File: src/rtl/pipe_pkg.sv
// Shared pipeline types and constants for the RV32I hazard/stall control slice.
// Pure declarations: no logic, no latency, no flow control.
package pipe_pkg;

    localparam int REG_AW_DEF = 5;

    localparam logic [6:0] OP_BRANCH = 7'b1100011;
    localparam logic [6:0] OP_STORE  = 7'b0100011;
    localparam logic [6:0] OP_JAL    = 7'b1101111;

    typedef enum logic {
        RUN  = 1'b0,
        HOLD = 1'b1
    } hz_state_e;

    typedef struct packed {
        logic lu;
        logic bh;
    } hazard_t;

endpackage

File: src/rtl/hazard_detect.sv
// Combinational load-use and branch-operand hazard detection for the ID stage.
// Zero latency; no flow control of its own, the controller acts on its flags.
module hazard_detect
    import pipe_pkg::*;
#(
    parameter int REG_AW    = REG_AW_DEF,
    parameter int BR_IN_ID  = 1,
    parameter int STORE_FWD = 1
) (
    input  logic [REG_AW-1:0] id_rs1,
    input  logic [REG_AW-1:0] id_rs2,
    input  logic              id_use_rs1,
    input  logic              id_use_rs2,
    input  logic              id_is_branch,
    input  logic              id_is_store,
    input  logic [REG_AW-1:0] ex_rd,
    input  logic              ex_reg_write,
    input  logic              ex_mem_read,
    input  logic [REG_AW-1:0] mem_rd,
    input  logic              mem_mem_read,
    output hazard_t           hz
);

    logic m1, m2, n1, n2;
    logic ex_rd_nz, mem_rd_nz;
    logic store_exempt;

    always_comb begin
        m1        = id_use_rs1 && (ex_rd == id_rs1);
        m2        = id_use_rs2 && (ex_rd == id_rs2);
        n1        = id_use_rs1 && (mem_rd == id_rs1);
        n2        = id_use_rs2 && (mem_rd == id_rs2);
        ex_rd_nz  = (ex_rd != '0);
        mem_rd_nz = (mem_rd != '0);

        // Store data needed only through rs2 can be forwarded at MEM, so no bubble.
        store_exempt = (STORE_FWD != 0) && id_is_store && m2 && !m1;

        hz.lu = ex_mem_read && ex_rd_nz && (m1 || m2) && !store_exempt;
        hz.bh = (BR_IN_ID != 0) && id_is_branch &&
                ((ex_reg_write && ex_rd_nz && (m1 || m2)) ||
                 (mem_mem_read && mem_rd_nz && (n1 || n2)));
    end

endmodule

File: src/rtl/hazard_stall_ctrl.sv
// Pipeline hazard/stall controller: PC/IF-ID enables, IF-ID flush, bubble select, freeze.
// Controls are same-cycle combinational; mem_busy freezes everything, br_taken flushes.
module hazard_stall_ctrl
    import pipe_pkg::*;
#(
    parameter int REG_AW    = REG_AW_DEF,
    parameter int LOAD_LAT  = 1,
    parameter int BR_IN_ID  = 1,
    parameter int STORE_FWD = 1,
    parameter int MAX_STALL = 64,
    parameter int CNT_W     = 32
) (
    input  logic              clk,
    input  logic              rst_n,
    input  logic [REG_AW-1:0] id_rs1,
    input  logic [REG_AW-1:0] id_rs2,
    input  logic              id_use_rs1,
    input  logic              id_use_rs2,
    input  logic              id_is_branch,
    input  logic              id_is_store,
    input  logic [REG_AW-1:0] ex_rd,
    input  logic              ex_reg_write,
    input  logic              ex_mem_read,
    input  logic [REG_AW-1:0] mem_rd,
    input  logic              mem_mem_read,
    input  logic              mem_busy,
    input  logic              br_taken,
    output logic              pc_write,
    output logic              if_id_write,
    output logic              control_sel,
    output logic              if_id_flush,
    output logic              pipe_freeze,
    output logic              stall_timeout,
    output logic [CNT_W-1:0]  stall_cycles,
    output logic [CNT_W-1:0]  flush_count
);

    localparam int HOLD_W = $clog2(LOAD_LAT + 1);
    localparam int RUN_W  = $clog2(MAX_STALL + 1);

    localparam logic [HOLD_W-1:0] HOLD_INIT = HOLD_W'(LOAD_LAT - 1);
    localparam logic [RUN_W-1:0]  RUN_MAX   = RUN_W'(MAX_STALL);

    hazard_t hz;

    hz_state_e         state_q, state_d;
    logic [HOLD_W-1:0] hold_cnt_q, hold_cnt_d;
    logic [RUN_W-1:0]  run_cnt_q, run_cnt_d;
    logic [CNT_W-1:0]  stall_cycles_q, stall_cycles_d;
    logic [CNT_W-1:0]  flush_count_q, flush_count_d;
    logic              stall_timeout_q, stall_timeout_d;

    logic is_freeze, is_flush, is_stall;

    hazard_detect #(
        .REG_AW    (REG_AW),
        .BR_IN_ID  (BR_IN_ID),
        .STORE_FWD (STORE_FWD)
    ) u_detect (
        .id_rs1       (id_rs1),
        .id_rs2       (id_rs2),
        .id_use_rs1   (id_use_rs1),
        .id_use_rs2   (id_use_rs2),
        .id_is_branch (id_is_branch),
        .id_is_store  (id_is_store),
        .ex_rd        (ex_rd),
        .ex_reg_write (ex_reg_write),
        .ex_mem_read  (ex_mem_read),
        .mem_rd       (mem_rd),
        .mem_mem_read (mem_mem_read),
        .hz           (hz)
    );

    always_comb begin
        pc_write    = 1'b1;
        if_id_write = 1'b1;
        control_sel = 1'b1;
        if_id_flush = 1'b0;
        pipe_freeze = 1'b0;
        state_d     = state_q;
        hold_cnt_d  = hold_cnt_q;
        is_freeze   = 1'b0;
        is_flush    = 1'b0;
        is_stall    = 1'b0;

        if (!rst_n) begin
            pc_write    = 1'b0;
            if_id_write = 1'b0;
            control_sel = 1'b0;
        end else if (mem_busy) begin
            // A frozen cycle leaves HOLD progress untouched so freezes extend the bubble 1:1.
            is_freeze   = 1'b1;
            pc_write    = 1'b0;
            if_id_write = 1'b0;
            pipe_freeze = 1'b1;
        end else if (br_taken) begin
            is_flush    = 1'b1;
            if_id_flush = 1'b1;
            control_sel = 1'b0;
            state_d     = RUN;
            hold_cnt_d  = '0;
        end else if (state_q == HOLD || hz.lu || hz.bh) begin
            is_stall    = 1'b1;
            pc_write    = 1'b0;
            if_id_write = 1'b0;
            control_sel = 1'b0;
            if (state_q == HOLD) begin
                hold_cnt_d = hold_cnt_q - 1'b1;
                if (hold_cnt_q == HOLD_W'(1)) begin
                    state_d = RUN;
                end
            end else if (hz.lu && (LOAD_LAT > 1)) begin
                state_d    = HOLD;
                hold_cnt_d = HOLD_INIT;
            end
        end
    end

    always_comb begin
        stall_cycles_d  = stall_cycles_q;
        flush_count_d   = flush_count_q;
        run_cnt_d       = '0;
        stall_timeout_d = stall_timeout_q || (run_cnt_q == RUN_MAX);

        if (is_stall && (stall_cycles_q != '1)) begin
            stall_cycles_d = stall_cycles_q + 1'b1;
        end
        if (is_flush && (flush_count_q != '1)) begin
            flush_count_d = flush_count_q + 1'b1;
        end
        // Watchdog run length parks at its limit instead of wrapping.
        if (is_stall || is_freeze) begin
            run_cnt_d = (run_cnt_q == RUN_MAX) ? RUN_MAX : run_cnt_q + 1'b1;
        end
    end

    always_ff @(posedge clk) begin
        if (!rst_n) begin
            state_q         <= RUN;
            hold_cnt_q      <= '0;
            run_cnt_q       <= '0;
            stall_cycles_q  <= '0;
            flush_count_q   <= '0;
            stall_timeout_q <= 1'b0;
        end else begin
            state_q         <= state_d;
            hold_cnt_q      <= hold_cnt_d;
            run_cnt_q       <= run_cnt_d;
            stall_cycles_q  <= stall_cycles_d;
            flush_count_q   <= flush_count_d;
            stall_timeout_q <= stall_timeout_d;
        end
    end

    assign stall_timeout = stall_timeout_q;
    assign stall_cycles  = stall_cycles_q;
    assign flush_count   = flush_count_q;

endmodule

File: config.mk
export PLATFORM = sky130hd
export DESIGN_NAME = hazard_stall_ctrl
export DESIGN_NICKNAME = d
export VERILOG_FILES = /design/src/rtl/pipe_pkg.sv /design/src/rtl/hazard_detect.sv /design/src/rtl/hazard_stall_ctrl.sv
export SDC_FILE = /design/constraint.sdc
export NUM_CORES = 1
export LEC_CHECK = 0
export BUFFER_PORTS_ARGS = -buffer_cell sky130_fd_sc_hd__buf_2
export CAP_MARGIN = 20
export CORE_MARGIN = 2
export CORE_UTILIZATION = 40
export CTS_CLUSTER_SIZE = 20
export DETAILED_ROUTE_END_ITERATION = 16
export GPL_TIMING_DRIVEN = 0
export HOLD_SLACK_MARGIN = 0.02
export PLACE_DENSITY = 0.75
export RECOVER_POWER = 50
export SLEW_MARGIN = 5
export SYNTH_ARGS = -nofsm -noshare
export SYNTH_HDL_FRONTEND = slang
export SYNTH_SLANG_ARGS = --single-unit
export TNS_END_PERCENT = 100
File: constraint.sdc
create_clock -name clk -period 6.1 [get_ports clk]
set_clock_uncertainty 0.15 [all_clocks]
set_input_delay 1.22 -clock clk [delete_from_list [all_inputs] [get_ports clk]]
set_output_delay 1.22 -clock clk [all_outputs]
set_load 0.03 [all_outputs]
==> results.py <==
metrics = {
    "floorplan": {
        "core-area_um2": 9150,
        "fp.dieW_um": 101,
        "io_pins": 101,
        "die_h_um": 101,
        "fp.dieArea_um2": 10200,
        "rows": 35,
        "start_util_pct": 40.9,
    },
    "sta": {
        "tns_ps": 0,
        "post-route-min-period_ps": 4710,
        "min_period_over_period_pct": 77.2,
        "relSlewSlack_pct": 48.6,
        "report.final.slew_viol_count": 0,
        "hold_viol": 0,
        "worstMarginPinSlew_ps": 763,
        "setup_viol": 0,
        "rsz0062_at_grt": "false",
        "fmax_mhz": 212,
    },
    "hold_path": {
        "hold_depth": 1,
        "hp-class": "flop to flop",
        "min-delay-start": "run_cnt_q[0]",
        "min_to": "run_cnt_q[0]",
    },
    "yosys": {
        "synth_cell_types": 38,
        "ys_ff_latch": 74,
        "ys_seq_area_share_pct": 39.6,
        "yosys.area.top_type": "dfxtp_1",
        "syn_avg_cell_area_um2": 8.27,
        "synth-edff-count": 0,
        "netlist_top_cells_count": "74 x dfxtp_1, 62 x nor2_1, 39 x nand3_1, 36 x nand2_1, 36 x xor2_1",
        "synth_area_um2": 3740,
        "yosysMostFrequentCell": "dfxtp_1",
        "ys.flop_type": "dfxtp_1",
        "synth_nets": 488,
        "synth_area_leaders": "dfxtp_1 40%, xor2_1 8.4%, xnor2_1 7.0%, nor2_1 6.2%, nand3_1 5.2%",
        "syn-instance-count": 453,
        "async_flop_share_pct": 0,
        "yosysTopAreaCellShare_pct": 39.6,
        "yosys_warnings": 0,
    },
    "route": {
        "drtIter0Drc": 115,
        "drt-wirelength-per-cell_um": 13.9,
        "antenna_left": 0,
        "drc": 0,
        "first_pass_iters": 5,
        "via_per_inst": 5.26,
        "vias": 3578,
        "wirelength_mm": 9.46,
    },
    "layout": {
        "drive_gt1_share_pct": 10.9,
        "nets": 599,
        "antenna_cells": 0,
        "syn2layout_area_growth_pct": 20.9,
    },
    "status": {
        "outcome": "completed",
    },
    "worst_setup_path": {
        "critPathLaunchType": "input pin",
        "rr_endpoint": "stall_cycles[19]",
        "crit_fanout": 10,
        "r2r_setup_slack_ps": 3290,
        "crit_required_ps": 4730,
        "critPathKind": "input pin to output pin",
        "reg2reg_from": "stall_cycles[0]",
        "r2r_cells": 11,
        "worst_ep_arrival_time_ps": 3340,
        "end_kind": "output pin",
    },
    "global_routing": {
        "grt.total_usage_pct": 18.8,
        "grt_pass1_vias": 3385,
        "grt_first_pass_wirelength_mm": 15.3,
        "overflow": 0,
        "antenna_found_initial": 0,
        "grt_max_degree": 13,
    },
    "clocking": {
        "cts_resized": 0,
        "cts.path.max_buffers": 2,
        "cts_num_sinks": 74,
        "cts_buffers": 9,
        "cts_tree": "yes",
        "cts_setup_buffers": 0,
        "clk_pin_slew_ps": 70,
        "holdBufCountCts": 0,
        "htreeDepth": 3,
        "clk_latency_ps": 350,
        "clockRootBuffer": "clkbuf_8",
    },
    "placement": {
        "post-dp-hpwl_mm": 7.18,
        "io_buffers": 100,
        "gp_congestion": 0.848,
    },
    "power_and_ir_drop": {
        "leakage_nw": 1.71,
        "finalPower_w": 0.000965,
        "max-vdd-ir-drop_uv": 120,
        "p_per_area_nw_per_um2": 213,
    },
    "flow_run": {
        "cap_violations": 0,
    },
}
## power breakdown
part / internal (W) / switching (W) / total [W]
clock: 0.000240 / 0.000176 / 0.000417
combinational: 0.0000223 / 0.0000401 / 0.0000624
sequential: 0.000484 / 0.00000203 / 0.000486
total: 0.000747 / 0.000218 / 0.000965
## per-stage QoR
step	hold slack (ps)	std cells	instance area [µm²]	setup slack [ps]	utilization, %
after floorplan	276	453	3740	1600	-
after global placement	290	664	4380	1510	47.9
after detailed placement	306	664	4380	1410	47.9
after CTS	323	680	4600	1410	50.3
after global routing	347	680	4530	1260	49.5
final	316	680	4530	1390	49.5
## critical path, cell delays in order
cell	delay, ps
buf_2	130
xor2_1	200
nor4_1	80
and3_1	160
o21ai_0	380
nand3b_4	230
buf_2	260
a21oi_1	320
buf_4	170
buf_2	180
## layout by cell type, fill, tap and decap left out, drive strengths merged, types with 7 or more instances in the layout
cell type	Yosys	layout
a21oi	16	16
nor2	62	62
o21ai	18	18
nand2	36	36
xnor2	30	30
and2	9	9
and3	20	20
nand3	39	39
nand4	20	20
or3	13	13
clkbuf	8	82
nor3	14	14
inv	10	10
nor4	7	7
xor2	36	36
buf	5	42
dfxtp	74	74
## area by class of cell
type,count,area [µm²]
Timing Repair Buffer,100,424
Buffer,13,61.3
Sequential cell,74,1480
Multi-Input combinational cell,356,2160
Clock buffer,11,141
Fill cell,902,4630
Tap cell,111,139
Clock inverter,5,77.6
Inverter,10,37.5
## sequential cells by signal (all words and copies together), names as in the netlist
signal         count
flush_count       32
hold_cnt_q         1
state_q            1
run_cnt_q          7
stall_timeout      1
stall_cycles      32
## worst max-delay path by stage
stage,from,end,slack (ps),cells past startpoint
after floorplan,mem_rd[1],pc_write,1600,7
after global routing,ex_rd[3],pc_write,1260,10
after global placement,ex_rd[1],pc_write,1510,10
after CTS,ex_rd[3],pc_write,1410,10
after detailed placement,ex_rd[3],pc_write,1410,10
final,ex_rd[3],pc_write,1390,10
## cells by family after synthesis
kind of cell | count (synthesis) | synth area share, %
compound gates | 40 | 5.85
xor+xnor | 66 | 15.4
fa+ha+maj | 4 | 1.34
buf+inv | 23 | 2.64
flops | 74 | 39.6
mux | 6 | 1.60
simple gates | 240 | 33.6
## per-layer routing
metal / global-route usage, % / up-vias / routed length, µm
li1: - / 1796 / -
met1: 23.0 / 1665 / 4190
met2: 30.7 / 103 / 4440
met3: 4.85 / 14 / 694
met4: 8.85 / 0 / 139
met5: 0 / - / 0
Power figures use the tool's default switching activity.
